File: config.mk
export PLATFORM = sky130hd
export DESIGN_NAME = fpnew_issue_rob_flat
export DESIGN_NICKNAME = d
export VERILOG_FILES = /design/src/rtl/fpnew_issue_rob_if.sv /design/src/rtl/fpnew_issue_rob.sv /design/src/flat_wrapper.sv
export SDC_FILE = /design/constraint.sdc
export NUM_CORES = 1
export LEC_CHECK = 0
export CAP_MARGIN = 30
export CORE_UTILIZATION = 27
export DETAILED_ROUTE_END_ITERATION = 16
export GPL_ROUTABILITY_DRIVEN = 0
export PLACE_DENSITY = 0.58
export SLEW_MARGIN = 20
export SYNTH_ARGS = -nofsm -noshare
export SYNTH_HDL_FRONTEND = slang
export SYNTH_SLANG_ARGS = --single-unit
export TNS_END_PERCENT = 100
File: constraint.sdc
create_clock -name clk_i -period 16.65 [get_ports clk_i]
set_input_delay 4.1625 -clock clk_i [delete_from_list [all_inputs] [get_ports clk_i]]
set_output_delay 4.1625 -clock clk_i [all_outputs]
set_load 0.01 [all_outputs]
File: src/rtl/fpnew_issue_rob_if.sv
// Core <-> ROB <-> FPU handshake bundle for fpnew_issue_rob.
// Signal suffixes (_i/_o) are from the reorder buffer's point of view.
interface fpnew_issue_rob_if #(
  parameter int unsigned Width      = 64,
  parameter int unsigned CtrlWidth  = 16,
  parameter int unsigned NumEntries = 4,
  parameter int unsigned RdWidth    = 5
);
  localparam int unsigned TagWidth = $clog2(NumEntries);

  logic                   req_valid_i;
  logic                   req_ready_o;
  logic [3*Width-1:0]     req_operands_i;
  logic [CtrlWidth-1:0]   req_ctrl_i;
  logic [RdWidth-1:0]     req_rd_i;
  logic                   fpu_valid_o;
  logic                   fpu_ready_i;
  logic [3*Width-1:0]     fpu_operands_o;
  logic [CtrlWidth-1:0]   fpu_ctrl_o;
  logic [TagWidth-1:0]    fpu_tag_o;
  logic                   fpu_flush_o;
  logic                   fpu_rsp_valid_i;
  logic                   fpu_rsp_ready_o;
  logic [Width-1:0]       fpu_result_i;
  logic [4:0]             fpu_status_i;
  logic [TagWidth-1:0]    fpu_tag_i;
  logic                   wb_valid_o;
  logic                   wb_ready_i;
  logic [Width-1:0]       wb_result_o;
  logic [4:0]             wb_status_o;
  logic [RdWidth-1:0]     wb_rd_o;
  logic                   flush_i;
  logic                   busy_o;
  logic                   err_o;

  modport slave (
    input  req_valid_i, req_operands_i, req_ctrl_i, req_rd_i, fpu_ready_i,
           fpu_rsp_valid_i, fpu_result_i, fpu_status_i, fpu_tag_i, wb_ready_i, flush_i,
    output req_ready_o, fpu_valid_o, fpu_operands_o, fpu_ctrl_o, fpu_tag_o, fpu_flush_o,
           fpu_rsp_ready_o, wb_valid_o, wb_result_o, wb_status_o, wb_rd_o, busy_o, err_o
  );

  modport master (
    output req_valid_i, req_operands_i, req_ctrl_i, req_rd_i, fpu_ready_i,
           fpu_rsp_valid_i, fpu_result_i, fpu_status_i, fpu_tag_i, wb_ready_i, flush_i,
    input  req_ready_o, fpu_valid_o, fpu_operands_o, fpu_ctrl_o, fpu_tag_o, fpu_flush_o,
           fpu_rsp_ready_o, wb_valid_o, wb_result_o, wb_status_o, wb_rd_o, busy_o, err_o
  );
endinterface

File: src/rtl/fpnew_issue_rob.sv
// Tags FP ops into the FPU and retires out-of-order responses in program order.
// Define FPNEW_ISSUE_ROB_BYPASS_EN for zero-latency write-back of in-order responses.
module fpnew_issue_rob #(
  parameter int unsigned Width      = 64,
  parameter int unsigned CtrlWidth  = 16,
  parameter int unsigned NumEntries = 4,
  parameter int unsigned RdWidth    = 5
) (
  input  logic             clk_i,
  input  logic             rst_ni,
  fpnew_issue_rob_if.slave bus
);
  localparam int unsigned TagWidth = $clog2(NumEntries);
  localparam logic [TagWidth:0] FullCnt = (TagWidth+1)'(NumEntries);

  typedef enum logic [1:0] {StFree, StIssued, StDone} ent_state_e;

  ent_state_e          state_q  [NumEntries];
  ent_state_e          state_d  [NumEntries];
  logic [RdWidth-1:0]  rd_q     [NumEntries];
  logic [RdWidth-1:0]  rd_d     [NumEntries];
  logic [Width-1:0]    result_q [NumEntries];
  logic [Width-1:0]    result_d [NumEntries];
  logic [4:0]          status_q [NumEntries];
  logic [4:0]          status_d [NumEntries];
  logic [TagWidth-1:0] head_q, head_d, tail_q, tail_d;
  logic [TagWidth:0]   count_q, count_d;
  logic                err_q, err_d;

  logic full, req_ready, alloc, rsp_hit, bypass, wb_valid, retire;
  logic [Width-1:0]   wb_result;
  logic [4:0]         wb_status;
  logic [RdWidth-1:0] wb_rd;

  // Issue path is purely combinational: a core request is only taken when the FPU takes it.
  assign full      = (count_q == FullCnt);
  assign req_ready = bus.fpu_ready_i & ~full & ~bus.flush_i;
  assign alloc     = bus.req_valid_i & req_ready;

  assign bus.req_ready_o     = req_ready;
  assign bus.fpu_valid_o     = bus.req_valid_i & ~full & ~bus.flush_i;
  assign bus.fpu_operands_o  = bus.req_operands_i;
  assign bus.fpu_ctrl_o      = CtrlWidth'(bus.req_ctrl_i);
  assign bus.fpu_tag_o       = tail_q;
  assign bus.fpu_flush_o     = bus.flush_i;
  assign bus.fpu_rsp_ready_o = 1'b1;

  assign rsp_hit = bus.fpu_rsp_valid_i & ~bus.flush_i & (state_q[bus.fpu_tag_i] == StIssued);

`ifdef FPNEW_ISSUE_ROB_BYPASS_EN
  assign bypass = rsp_hit & (bus.fpu_tag_i == head_q);
`else
  assign bypass = 1'b0;
`endif

  assign wb_valid = ~bus.flush_i & ((state_q[head_q] == StDone) | bypass);
  assign retire   = wb_valid & bus.wb_ready_i;

  // Data outputs read as zero whenever nothing is being presented.
  always_comb begin
    wb_result = '0;
    wb_status = '0;
    wb_rd     = '0;
    if (wb_valid) begin
      wb_rd     = rd_q[head_q];
      wb_result = bypass ? bus.fpu_result_i : result_q[head_q];
      wb_status = bypass ? bus.fpu_status_i : status_q[head_q];
    end
  end

  assign bus.wb_valid_o  = wb_valid;
  assign bus.wb_result_o = wb_result;
  assign bus.wb_status_o = wb_status;
  assign bus.wb_rd_o     = wb_rd;
  assign bus.busy_o      = (count_q != '0);
  assign bus.err_o       = err_q;

  always_comb begin
    state_d  = state_q;
    rd_d     = rd_q;
    result_d = result_q;
    status_d = status_q;
    head_d   = head_q;
    tail_d   = tail_q;
    count_d  = count_q;
    err_d    = err_q;
    if (bus.flush_i) begin
      for (int i = 0; i < NumEntries; i++) state_d[i] = StFree;
      head_d  = '0;
      tail_d  = '0;
      count_d = '0;
    end else begin
      if (rsp_hit) begin
        state_d[bus.fpu_tag_i]  = StDone;
        result_d[bus.fpu_tag_i] = bus.fpu_result_i;
        status_d[bus.fpu_tag_i] = bus.fpu_status_i;
      end else if (bus.fpu_rsp_valid_i) begin
        err_d = 1'b1;
      end
      // Retire after the response update so a bypassed head goes straight to FREE.
      if (retire) begin
        state_d[head_q] = StFree;
        head_d          = head_q + TagWidth'(1);
      end
      if (alloc) begin
        state_d[tail_q] = StIssued;
        rd_d[tail_q]    = bus.req_rd_i;
        tail_d          = tail_q + TagWidth'(1);
      end
      count_d = count_q + (TagWidth+1)'(alloc) - (TagWidth+1)'(retire);
    end
  end

  always_ff @(posedge clk_i or negedge rst_ni) begin
    if (!rst_ni) begin
      for (int i = 0; i < NumEntries; i++) state_q[i] <= StFree;
      head_q  <= '0;
      tail_q  <= '0;
      count_q <= '0;
      err_q   <= 1'b0;
    end else begin
      state_q <= state_d;
      head_q  <= head_d;
      tail_q  <= tail_d;
      count_q <= count_d;
      err_q   <= err_d;
    end
  end

  // Payload storage is only ever read behind a DONE state, so it needs no reset.
  always_ff @(posedge clk_i) begin
    rd_q     <= rd_d;
    result_q <= result_d;
    status_q <= status_d;
  end

endmodule

File: src/flat_wrapper.sv
// flat-port wrapper written by rule: the top's interface ports become plain ports
module fpnew_issue_rob_flat 
#(
  parameter int unsigned Width      = 64,
  parameter int unsigned CtrlWidth  = 16,
  parameter int unsigned NumEntries = 4,
  parameter int unsigned RdWidth    = 5
)
  (clk_i, rst_ni, bus_req_valid_i, bus_req_operands_i, bus_req_ctrl_i, bus_req_rd_i, bus_fpu_ready_i, bus_fpu_rsp_valid_i, bus_fpu_result_i, bus_fpu_status_i, bus_fpu_tag_i, bus_wb_ready_i, bus_flush_i, bus_req_ready_o, bus_fpu_valid_o, bus_fpu_operands_o, bus_fpu_ctrl_o, bus_fpu_tag_o, bus_fpu_flush_o, bus_fpu_rsp_ready_o, bus_wb_valid_o, bus_wb_result_o, bus_wb_status_o, bus_wb_rd_o, bus_busy_o, bus_err_o);
  fpnew_issue_rob_if #(.Width(Width), .CtrlWidth(CtrlWidth), .NumEntries(NumEntries), .RdWidth(RdWidth)) bus_i ();
  input  logic clk_i;
  input  logic rst_ni;
  input wire logic [$bits(bus_i.req_valid_i)-1:0] bus_req_valid_i;
  input wire logic [$bits(bus_i.req_operands_i)-1:0] bus_req_operands_i;
  input wire logic [$bits(bus_i.req_ctrl_i)-1:0] bus_req_ctrl_i;
  input wire logic [$bits(bus_i.req_rd_i)-1:0] bus_req_rd_i;
  input wire logic [$bits(bus_i.fpu_ready_i)-1:0] bus_fpu_ready_i;
  input wire logic [$bits(bus_i.fpu_rsp_valid_i)-1:0] bus_fpu_rsp_valid_i;
  input wire logic [$bits(bus_i.fpu_result_i)-1:0] bus_fpu_result_i;
  input wire logic [$bits(bus_i.fpu_status_i)-1:0] bus_fpu_status_i;
  input wire logic [$bits(bus_i.fpu_tag_i)-1:0] bus_fpu_tag_i;
  input wire logic [$bits(bus_i.wb_ready_i)-1:0] bus_wb_ready_i;
  input wire logic [$bits(bus_i.flush_i)-1:0] bus_flush_i;
  output wire logic [$bits(bus_i.req_ready_o)-1:0] bus_req_ready_o;
  output wire logic [$bits(bus_i.fpu_valid_o)-1:0] bus_fpu_valid_o;
  output wire logic [$bits(bus_i.fpu_operands_o)-1:0] bus_fpu_operands_o;
  output wire logic [$bits(bus_i.fpu_ctrl_o)-1:0] bus_fpu_ctrl_o;
  output wire logic [$bits(bus_i.fpu_tag_o)-1:0] bus_fpu_tag_o;
  output wire logic [$bits(bus_i.fpu_flush_o)-1:0] bus_fpu_flush_o;
  output wire logic [$bits(bus_i.fpu_rsp_ready_o)-1:0] bus_fpu_rsp_ready_o;
  output wire logic [$bits(bus_i.wb_valid_o)-1:0] bus_wb_valid_o;
  output wire logic [$bits(bus_i.wb_result_o)-1:0] bus_wb_result_o;
  output wire logic [$bits(bus_i.wb_status_o)-1:0] bus_wb_status_o;
  output wire logic [$bits(bus_i.wb_rd_o)-1:0] bus_wb_rd_o;
  output wire logic [$bits(bus_i.busy_o)-1:0] bus_busy_o;
  output wire logic [$bits(bus_i.err_o)-1:0] bus_err_o;
  assign bus_i.req_valid_i = bus_req_valid_i;
  assign bus_i.req_operands_i = bus_req_operands_i;
  assign bus_i.req_ctrl_i = bus_req_ctrl_i;
  assign bus_i.req_rd_i = bus_req_rd_i;
  assign bus_i.fpu_ready_i = bus_fpu_ready_i;
  assign bus_i.fpu_rsp_valid_i = bus_fpu_rsp_valid_i;
  assign bus_i.fpu_result_i = bus_fpu_result_i;
  assign bus_i.fpu_status_i = bus_fpu_status_i;
  assign bus_i.fpu_tag_i = bus_fpu_tag_i;
  assign bus_i.wb_ready_i = bus_wb_ready_i;
  assign bus_i.flush_i = bus_flush_i;
  assign bus_req_ready_o = bus_i.req_ready_o;
  assign bus_fpu_valid_o = bus_i.fpu_valid_o;
  assign bus_fpu_operands_o = bus_i.fpu_operands_o;
  assign bus_fpu_ctrl_o = bus_i.fpu_ctrl_o;
  assign bus_fpu_tag_o = bus_i.fpu_tag_o;
  assign bus_fpu_flush_o = bus_i.fpu_flush_o;
  assign bus_fpu_rsp_ready_o = bus_i.fpu_rsp_ready_o;
  assign bus_wb_valid_o = bus_i.wb_valid_o;
  assign bus_wb_result_o = bus_i.wb_result_o;
  assign bus_wb_status_o = bus_i.wb_status_o;
  assign bus_wb_rd_o = bus_i.wb_rd_o;
  assign bus_busy_o = bus_i.busy_o;
  assign bus_err_o = bus_i.err_o;
  fpnew_issue_rob #(.Width(Width), .CtrlWidth(CtrlWidth), .NumEntries(NumEntries), .RdWidth(RdWidth)) u_core (.clk_i(clk_i), .rst_ni(rst_ni), .bus(bus_i));
endmodule
==> impl_metrics.yaml <==
outcome:
  run_status: "completed"
clocking:
  cts.htree.levels: 2
  clockBufferDepth: 3
  post_cts_resized: 0
  worstSkewPairLatency_ns: 0.52
  clock-root-buffer: "clkbuf_16"
  clk_pin_slew_ns: 0.06
  cts_setup_buffers: 0
  ctsHoldBuffers: 0
  numCtsBuffers: 34
  cts_sinks: 312
  cts_tree: "done"
synthesis:
  synth-seq-cells: 312
  synth_area_um2: 13780
  ys_warn_count: 0
  synth_cells: 792
  synth.avg_cell_area_um2: 17.40
  synth_ff_type: "edfxtp_1"
  yosys.area.top_type: "edfxtp_1"
  synthArstFlopShare: 0.05128
  yosysSeqAreaShare: 0.6740
  yosys-top-cells-area: "edfxtp_1 64%, mux4_2 12%, buf_4 11%"
  synth_top_area_frac: 0.6449
  synth-edff-count: 296
  yosys-top-cells-count: "296 x edfxtp_1, 210 x buf_4, 77 x and3_1"
  syn_nets: 1093
  yosysMostFrequentCell: "edfxtp_1"
  synth_cell_types: 33
timing:
  fin_hold_ws_ns: 0.5500
  fin_setup_tns_ns: 0
  timing_max_transition_violations_final: 0
  min_period_ns: 11.19
  final.period_utilization: 0.6722
  timing_hold_violations_final: 0
  setup_viol_count_final: 0
  fmax_ghz: 0.08934
  rsz0062_at_grt: "no"
  final.setup.worst_slack_ns: 5.457
  tightestPinTransition_ns: 0.9336
  finClkSkew_ns: 0.01854
  slew_headroom: 0.3776
route:
  routed_wl_um: 56050
  first_iter_violations: 412
  drc: 0
  vias: 6747
  postRouteAntennaNets: 0
  viasPerCell: 4.621
  wl_per_cell_um: 38.39
  drtPass1Iterations: 4
final_layout:
  area_delta_synth_final_pct: 15.32
  drive_above_1_share: 0.2000
  fin_nets: 1062
  finish.instance_area_um2: 15890
  ff_latch_area_um2: 9296
  multi_input_area_um2: 2746
  fillers: 4866
  layout.cells.non_filler: 1460
flow_run:
  drv_cap: 0
power:
  power.leakage_nw: 5.269
  max-vdd-ir-drop_mv: 0.06758
  p_per_area_nw_per_um2: 107.9
place:
  pre_cts_ws_ns: 5.453
  port_buffers: 164
  dpl-instance-area_um2: 14700
  place_hpwl_um: 44390
  dp.cells: 1397
worst_setup_path:
  worstPathRequired_ns: 12.49
  critPathLaunchType: "input pin"
  arrival_ns: 7.03
  critPathCaptureType: "primary output"
  criticalPathCategory: "in -> out"
  crit_path_max_fanout: 45
global_route:
  grt_usage: 0.2116
  grt_pass1_wl_um: 71900
  grt_pass1_vias: 6911
  grt_max_degree: 79
  antenna_found_initial: 6
  overflow: 0
floorplan:
  placementRows: 82
  initial_utilization: 0.2741
  die_area_um2: 51950
  fp.dieH_um: 227.9
  ios: 582
  die_w_um: 227.9
  core_um2: 50270
min_path:
  hold_path_class: "reg -> reg"
==> layer usage <==
| layer | global-route usage | part of all wire | up-vias |
|---|---|---|---|
| li1 | - | - | 2754 |
| met1 | 0.1708 | 0.27 | 3386 |
| met2 | 0.3271 | 0.46 | 535 |
| met3 | 0.2401 | 0.24 | 66 |
| met4 | 0.05558 | 0.024 | 6 |
| met5 | 0.03033 | 0.0038 | - |
==> flip-flops by register name (all words and copies together), names as in the netlist <==
name / flops
u_core.head_q: 2
u_core.count_q: 3
u_core.status_q: 20
u_core.bus.fpu_tag_o: 2
u_core.rd_q: 20
u_core.result_q: 256
u_core.bus.err_o: 1
u_core.state_q: 8
==> through the flow <==
stage	util	power, mW
final	0.3162	1.714
after global routing	0.3161	1.764
after CTS	0.3160	1.734
after detailed placement	0.2924	0.9307
after global placement	0.2920	0.9289
after floorplan	-	0.9455
==> cell type report <==
class / instances / share of cell area
tap: 672 / 0.05290
antenna: 3 / 0.0004723
sequential: 312 / 0.5849
clock buffer: 36 / 0.05463
timing repair buffer: 178 / 0.1107
inverter: 15 / 0.003542
clock inverter: 24 / 0.02007
multi-input combinational: 220 / 0.1728
==> placed cells by master (no fill, tap or decap), drive strengths merged, types with 4 or more instances in the layout <==
cell | synthesis | routed
mux4 | 76 | 76
nor3b | 4 | 4
nor2 | 4 | 4
clkdlybuf4s50 | 0 | 164
bufinv | 0 | 7
dfrtp | 16 | 16
inv | 15 | 19
and3 | 77 | 77
edfxtp | 296 | 296
clkbuf | 26 | 36
clkinv | 0 | 13
buf | 219 | 14
nand2b | 4 | 4
ha | 9 | 9
nor2b | 7 | 7
nand2 | 9 | 9
nand3 | 4 | 4
==> worst paths after layout <==
check                                 start             endpoint  slack, ns  cells after the start
hold / removal             u_core.bus.err_o     u_core.bus.err_o       0.55                      1
setup reg to reg           u_core.head_q[0]    u_core.count_q[2]      13.20                     10
min in group asynchronous            rst_ni     u_core.head_q[1]       4.10                      1
max in group asynchronous            rst_ni     u_core.head_q[0]      11.97                      1
hold reg to reg            u_core.bus.err_o     u_core.bus.err_o       0.55                      1
setup / recovery                bus_flush_i  bus_wb_result_o[41]       5.46                      5
==> power breakdown <==
group	switching, mW	internal [mW]
clock	0.310	0.490
combinational	0.0241	0.0258
sequential	0.00202	0.862
==> critical path, cell delays in order <==
cell,delay [ns]
clkdlybuf4s50_1,0.82
inv_2,0.73
buf_4,0.47
and3_1,0.24
clkdlybuf4s50_1,0.54
==> kinds of logic after synthesis <==
| logic type | Yosys count | synth area share |
|---|---|---|
| and+or+nand+nor | 116 | 0.05066 |
| other | 1 | 0.0002721 |
| DFF | 312 | 0.6740 |
| xor gates and xnor gates | 3 | 0.001907 |
| adders and majority gates | 10 | 0.009623 |
| buffers and inverters | 260 | 0.1288 |
| AOI/OAI and AO/OA | 12 | 0.008987 |
| muxes | 78 | 0.1257 |
Note: power is estimated with default switching activity, not from simulation.
